[config.mk]
export PLATFORM = sky130hd
export DESIGN_NAME = sort_input_loader
export DESIGN_NICKNAME = d
export VERILOG_FILES = /design/src/rtl/sort_input_loader.sv
export SDC_FILE = /design/constraint.sdc
export NUM_CORES = 1
export LEC_CHECK = 0
export CORE_MARGIN = 2
export CORE_UTILIZATION = 37
export CTS_CLUSTER_DIAMETER = 200
export DETAILED_ROUTE_END_ITERATION = 6
export PLACE_DENSITY = 0.63
export SYNTH_ARGS = -nofsm -noshare
export SYNTH_HDL_FRONTEND = slang
export SYNTH_SLANG_ARGS = --single-unit
[constraint.sdc]
create_clock -name CLK -period 2.4 [get_ports CLK]
set_clock_uncertainty 0.15 [all_clocks]
set_input_delay 0.72 -clock CLK [delete_from_list [all_inputs] [get_ports CLK]]
set_output_delay 0.72 -clock CLK [all_outputs]
set_load 0.005 [all_outputs]
[src/rtl/sort_input_loader.sv]
// Front end for the 4-entry sorter: debounces the enter button, collects four
// switch values, launches the sort and reports completion.
module sort_input_loader #(
    parameter int DATA_WIDTH = 4,
    parameter int DB_CYCLES  = 500000
) (
    input  logic                  CLK,
    input  logic                  RST,
    input  logic [DATA_WIDTH-1:0] SW,
    input  logic                  BTN_ENT,
    input  logic                  SORT_DONE,
    output logic [DATA_WIDTH-1:0] A0,
    output logic [DATA_WIDTH-1:0] A1,
    output logic [DATA_WIDTH-1:0] A2,
    output logic [DATA_WIDTH-1:0] A3,
    output logic                  START,
    output logic [1:0]            IDX,
    output logic                  BUSY,
    output logic                  READY
);

    localparam int CNT_W = (DB_CYCLES > 1) ? $clog2(DB_CYCLES) : 1;
    localparam logic [CNT_W-1:0] CNT_MAX = CNT_W'(DB_CYCLES - 1);

    typedef enum logic [2:0] {
        S_COLLECT   = 3'd0,
        S_LAUNCH    = 3'd1,
        S_WAIT_LOW  = 3'd2,
        S_WAIT_HIGH = 3'd3,
        S_DONE      = 3'd4
    } state_t;

    logic             sync1_r;
    logic             sync2_r;
    logic             db_level_r;
    logic [CNT_W-1:0] db_cnt_r;
    logic             press_r;
    logic             mismatch_s;
    logic             db_expire_s;

    state_t                state_r;
    logic [DATA_WIDTH-1:0] a0_r;
    logic [DATA_WIDTH-1:0] a1_r;
    logic [DATA_WIDTH-1:0] a2_r;
    logic [DATA_WIDTH-1:0] a3_r;
    logic [1:0]            idx_r;
    logic                  start_r;
    logic                  busy_r;
    logic                  ready_r;

    // Debounce decision: level disagreement and whether it has lasted long enough
    always_comb begin
        mismatch_s  = 1'b0;
        db_expire_s = 1'b0;
        if (sync2_r != db_level_r) begin
            mismatch_s  = 1'b1;
            db_expire_s = (db_cnt_r == CNT_MAX);
        end else begin
            mismatch_s  = 1'b0;
            db_expire_s = 1'b0;
        end
    end

    // Button synchronizer, debounce counter and rising-edge press pulse
    always_ff @(posedge CLK) begin
        if (RST) begin
            sync1_r    <= 1'b0;
            sync2_r    <= 1'b0;
            db_level_r <= 1'b0;
            db_cnt_r   <= '0;
            press_r    <= 1'b0;
        end else begin
            sync1_r <= BTN_ENT;
            sync2_r <= sync1_r;
            if (db_expire_s) begin
                // Only a 0->1 flip of the debounced level is a press
                db_level_r <= sync2_r;
                db_cnt_r   <= '0;
                press_r    <= sync2_r;
            end else if (mismatch_s) begin
                db_cnt_r <= db_cnt_r + CNT_W'(1);
                press_r  <= 1'b0;
            end else begin
                db_cnt_r <= '0;
                press_r  <= 1'b0;
            end
        end
    end

    // Entry collection / launch / completion FSM with registered output decodes
    always_ff @(posedge CLK) begin
        if (RST) begin
            state_r <= S_COLLECT;
            a0_r    <= '0;
            a1_r    <= '0;
            a2_r    <= '0;
            a3_r    <= '0;
            idx_r   <= 2'd0;
            start_r <= 1'b0;
            busy_r  <= 1'b0;
            ready_r <= 1'b0;
        end else begin
            case (state_r)
                S_COLLECT: begin
                    busy_r  <= 1'b0;
                    ready_r <= 1'b0;
                    if (press_r) begin
                        case (idx_r)
                            2'd0:    a0_r <= SW;
                            2'd1:    a1_r <= SW;
                            2'd2:    a2_r <= SW;
                            2'd3:    a3_r <= SW;
                            default: a0_r <= a0_r;
                        endcase
                        if (idx_r == 2'd3) begin
                            state_r <= S_LAUNCH;
                            idx_r   <= 2'd0;
                            start_r <= 1'b1;
                        end else begin
                            idx_r   <= idx_r + 2'd1;
                            start_r <= 1'b0;
                        end
                    end else begin
                        start_r <= 1'b0;
                    end
                end
                S_LAUNCH: begin
                    state_r <= S_WAIT_LOW;
                    start_r <= 1'b0;
                    busy_r  <= 1'b1;
                    ready_r <= 1'b0;
                end
                S_WAIT_LOW: begin
                    // A done flag left over from the previous run must drop first
                    start_r <= 1'b0;
                    busy_r  <= 1'b1;
                    ready_r <= 1'b0;
                    if (!SORT_DONE) begin
                        state_r <= S_WAIT_HIGH;
                    end else begin
                        state_r <= S_WAIT_LOW;
                    end
                end
                S_WAIT_HIGH: begin
                    start_r <= 1'b0;
                    if (SORT_DONE) begin
                        state_r <= S_DONE;
                        busy_r  <= 1'b0;
                        ready_r <= 1'b1;
                    end else begin
                        state_r <= S_WAIT_HIGH;
                        busy_r  <= 1'b1;
                        ready_r <= 1'b0;
                    end
                end
                S_DONE: begin
                    start_r <= 1'b0;
                    busy_r  <= 1'b0;
                    if (press_r) begin
                        // This press only opens a new round; it writes nothing
                        state_r <= S_COLLECT;
                        a0_r    <= '0;
                        a1_r    <= '0;
                        a2_r    <= '0;
                        a3_r    <= '0;
                        idx_r   <= 2'd0;
                        ready_r <= 1'b0;
                    end else begin
                        state_r <= S_DONE;
                        ready_r <= 1'b1;
                    end
                end
                default: begin
                    state_r <= S_COLLECT;
                    idx_r   <= 2'd0;
                    start_r <= 1'b0;
                    busy_r  <= 1'b0;
                    ready_r <= 1'b0;
                end
            endcase
        end
    end

    assign A0    = a0_r;
    assign A1    = a1_r;
    assign A2    = a2_r;
    assign A3    = a3_r;
    assign IDX   = idx_r;
    assign START = start_r;
    assign BUSY  = busy_r;
    assign READY = ready_r;

endmodule

==> results.json <==
{
  "status": "finished clean",
  "drc": 0,
  "hold_path_class": "flip-flop to flip-flop",
  "cts_hold_buf": 0,
  "post-cts-setup-buffer-count": 0,
  "cts_max_path_buffers": 2,
  "nNetsFinal": 256,
  "ff2ff_setup_slack_ps": 310,
  "start_kind": "flip-flop",
  "htreeDepth": 2,
  "post-route-min-period_ps": 2150,
  "cts.sinks": 47,
  "rsz0062_at_grt": "no",
  "routed_wirelength_um": 3740,
  "place_area_mm2": 0.00234,
  "fmax_ghz": 0.465,
  "synth.ff_latch_count": 47,
  "tightest_slew_ps": 752,
  "nFillCells": 519,
  "antenna_cells": 0,
  "finalCoreUtilization": 0.482,
  "final_area_mm2": 0.00247,
  "numCtsBuffers": 5,
  "yosysWarnings": 0,
  "first_iter_violations": 80,
  "wl_per_cell_um": 11.9,
  "fin_crit_sh": 0.897,
  "synthCells": 211,
  "cap_violations": 0,
  "syn_area_mm2": 0.00197,
  "crit_required_ps": 1530,
  "yosys.area.top_type_share": 0.477,
  "path_buf_inv": 1,
  "dp_hpwl_um": 2610,
  "area_growth_pct": 25.5,
  "start_util": 0.384,
  "coreArea_mm2": 0.00514,
  "final_antenna_net_count": 0,
  "avgSynthCellArea_um2": 9.35,
  "power_density_mw_per_mm2": 603,
  "worstPathArrival_ps": 1280,
  "synth-main-ff-cell": "dfxtp_1",
  "gp_congestion": 0.848,
  "die_h_um": 77,
  "tns_ps": 0,
  "setup_viol": 0,
  "ioPinCount": 29,
  "grt_first_pass_wirelength_um": 6420,
  "critPathKind": "flip-flop to primary output",
  "synth_area_leader_cell": "dfxtp_1",
  "grt_max_degree": 29,
  "drive_gt1_frac": 0.0615,
  "synthTopCellsByArea": "dfxtp_1 48%, mux2i_1 8.6%, nor2_1 7.4%",
  "track_usage": 0.135,
  "path_max_fanout": 7,
  "root_buffer": "clkbuf_8",
  "dieArea_mm2": 0.00593,
  "clock_latency_ps": 300,
  "critPathSlowestCell": "clkdlybuf4s50_1",
  "synth-async-reset-ratio": 0,
  "grt_pass1_vias": 1404,
  "p_leak_nw": 0.791,
  "yosysUniqueCellTypes": 36,
  "route.vias.total": 1516,
  "path_cells": "clkdlybuf4s50_1",
  "drv_slew": 0,
  "cts_tree": "yes",
  "port_buffers": 28,
  "via_per_inst": 4.83,
  "synth_common_cells": "47 x dfxtp_1, 39 x nor2_1, 17 x mux2i_1",
  "antenna_found_initial": 0,
  "end_kind": "primary output",
  "clkSlewWorstSetupHoldPaths_ps": 90,
  "syn_nets": 224,
  "synth_edf_count": 0,
  "post_cts_resized": 0,
  "ys_seq_area_frac": 0.477,
  "cpLargestDelayFamily": "buffers and inverters",
  "hold_viol_final": 0,
  "rows": 26,
  "ir_worst_vdd_mv": 0.302,
  "die_w_um": 77,
  "hold_ws_ps": 317,
  "synth.most_common_cell": "dfxtp_1",
  "overflow": 0,
  "dr.pass1.iters": 4,
  "maxSlewHeadroom": 0.499,
  "timing.critical_path.slowest_cell_delay_ps": 540
}
cell usage in the layout (no fill, tap or decap), types with 4 or more instances in the layout:
master           Yosys  routed
nand4_1              6       6
nand3_1              8       8
ha_1                 5       5
nor2_1              39      39
nor2b_1              6       6
xnor2_1             11      11
xor2_1               4       4
clkbuf_8             0       5
clkdlybuf4s50_1      0      28
nor4_1               7       7
dfxtp_1             47      47
o21a_1               4       4
a21oi_1              6       6
o21ai_0              5       5
nor3_1               5       5
nand2_1              9       9
mux2i_1             17      17
sequential cells by signal, summed over array words and instances, names as in the netlist, 2 cells and up:
name,count
state_r,3
A0,4
A1,4
A2,4
db_cnt_r,19
A3,4
IDX,2
kinds of logic after synthesis:
kind of cell	after synthesis	share of synthesized area
buffers and inverters	9	0.0178
DFF	47	0.477
adders and majority gates	5	0.0317
xor gates and xnor gates	15	0.0666
AOI/OAI and AO/OA	19	0.0590
and+or+nand+nor	99	0.261
muxes	17	0.0863
power by group:
part	leakage, nW	switching, W	internal (W)
combinational	0.347	0.0000159	0.0000154
sequential	0.379	0.00000124	0.000781
clock	0.0644	0.000264	0.000415
final cells by class:
type                            count  area [um2]  share of cell area
Clock inverter                      3        67.6              0.0273
Timing Repair Buffer               31         303               0.122
Multi-Input combinational cell    155         996               0.402
Inverter                            3        11.3             0.00455
Clock buffer                        5        68.8              0.0278
Sequential cell                    47         941               0.380
Tap cell                           70        87.6              0.0354
per-layer routing:
layer  vias to the layer above  GRT usage  wire (um)
met3                         5     0.0471        183
met4                         0     0.0536         68
li1                        791          -          -
met1                       690      0.170       1800
met2                        30      0.212       1680
met5                         -          0          0
path summary, 6_finish.rpt:
path / depth (start not counted) / startpoint / endpoint
setup / recovery: 1 / IDX[0]$_SDFFE_PP0P_ / IDX[0]
hold / removal: 1 / sync1_r$_SDFF_PP0_ / sync2_r$_SDFF_PP0_
setup reg to reg: 5 / db_cnt_r[0]$_SDFF_PP0_ / db_cnt_r[18]$_SDFF_PP0_
hold reg to reg: 1 / sync1_r$_SDFF_PP0_ / sync2_r$_SDFF_PP0_
through the flow:
stage / power (W) / instances / setup slack [ps]
global route: 0.00155 / 314 / 171
CTS: 0.00152 / 314 / 226
finish: 0.00149 / 314 / 248
global placement: 0.000833 / 306 / 372
floorplan: 0.000816 / 211 / 460
detailed placement: 0.000833 / 306 / 326
Power figures use the tool's default switching activity.
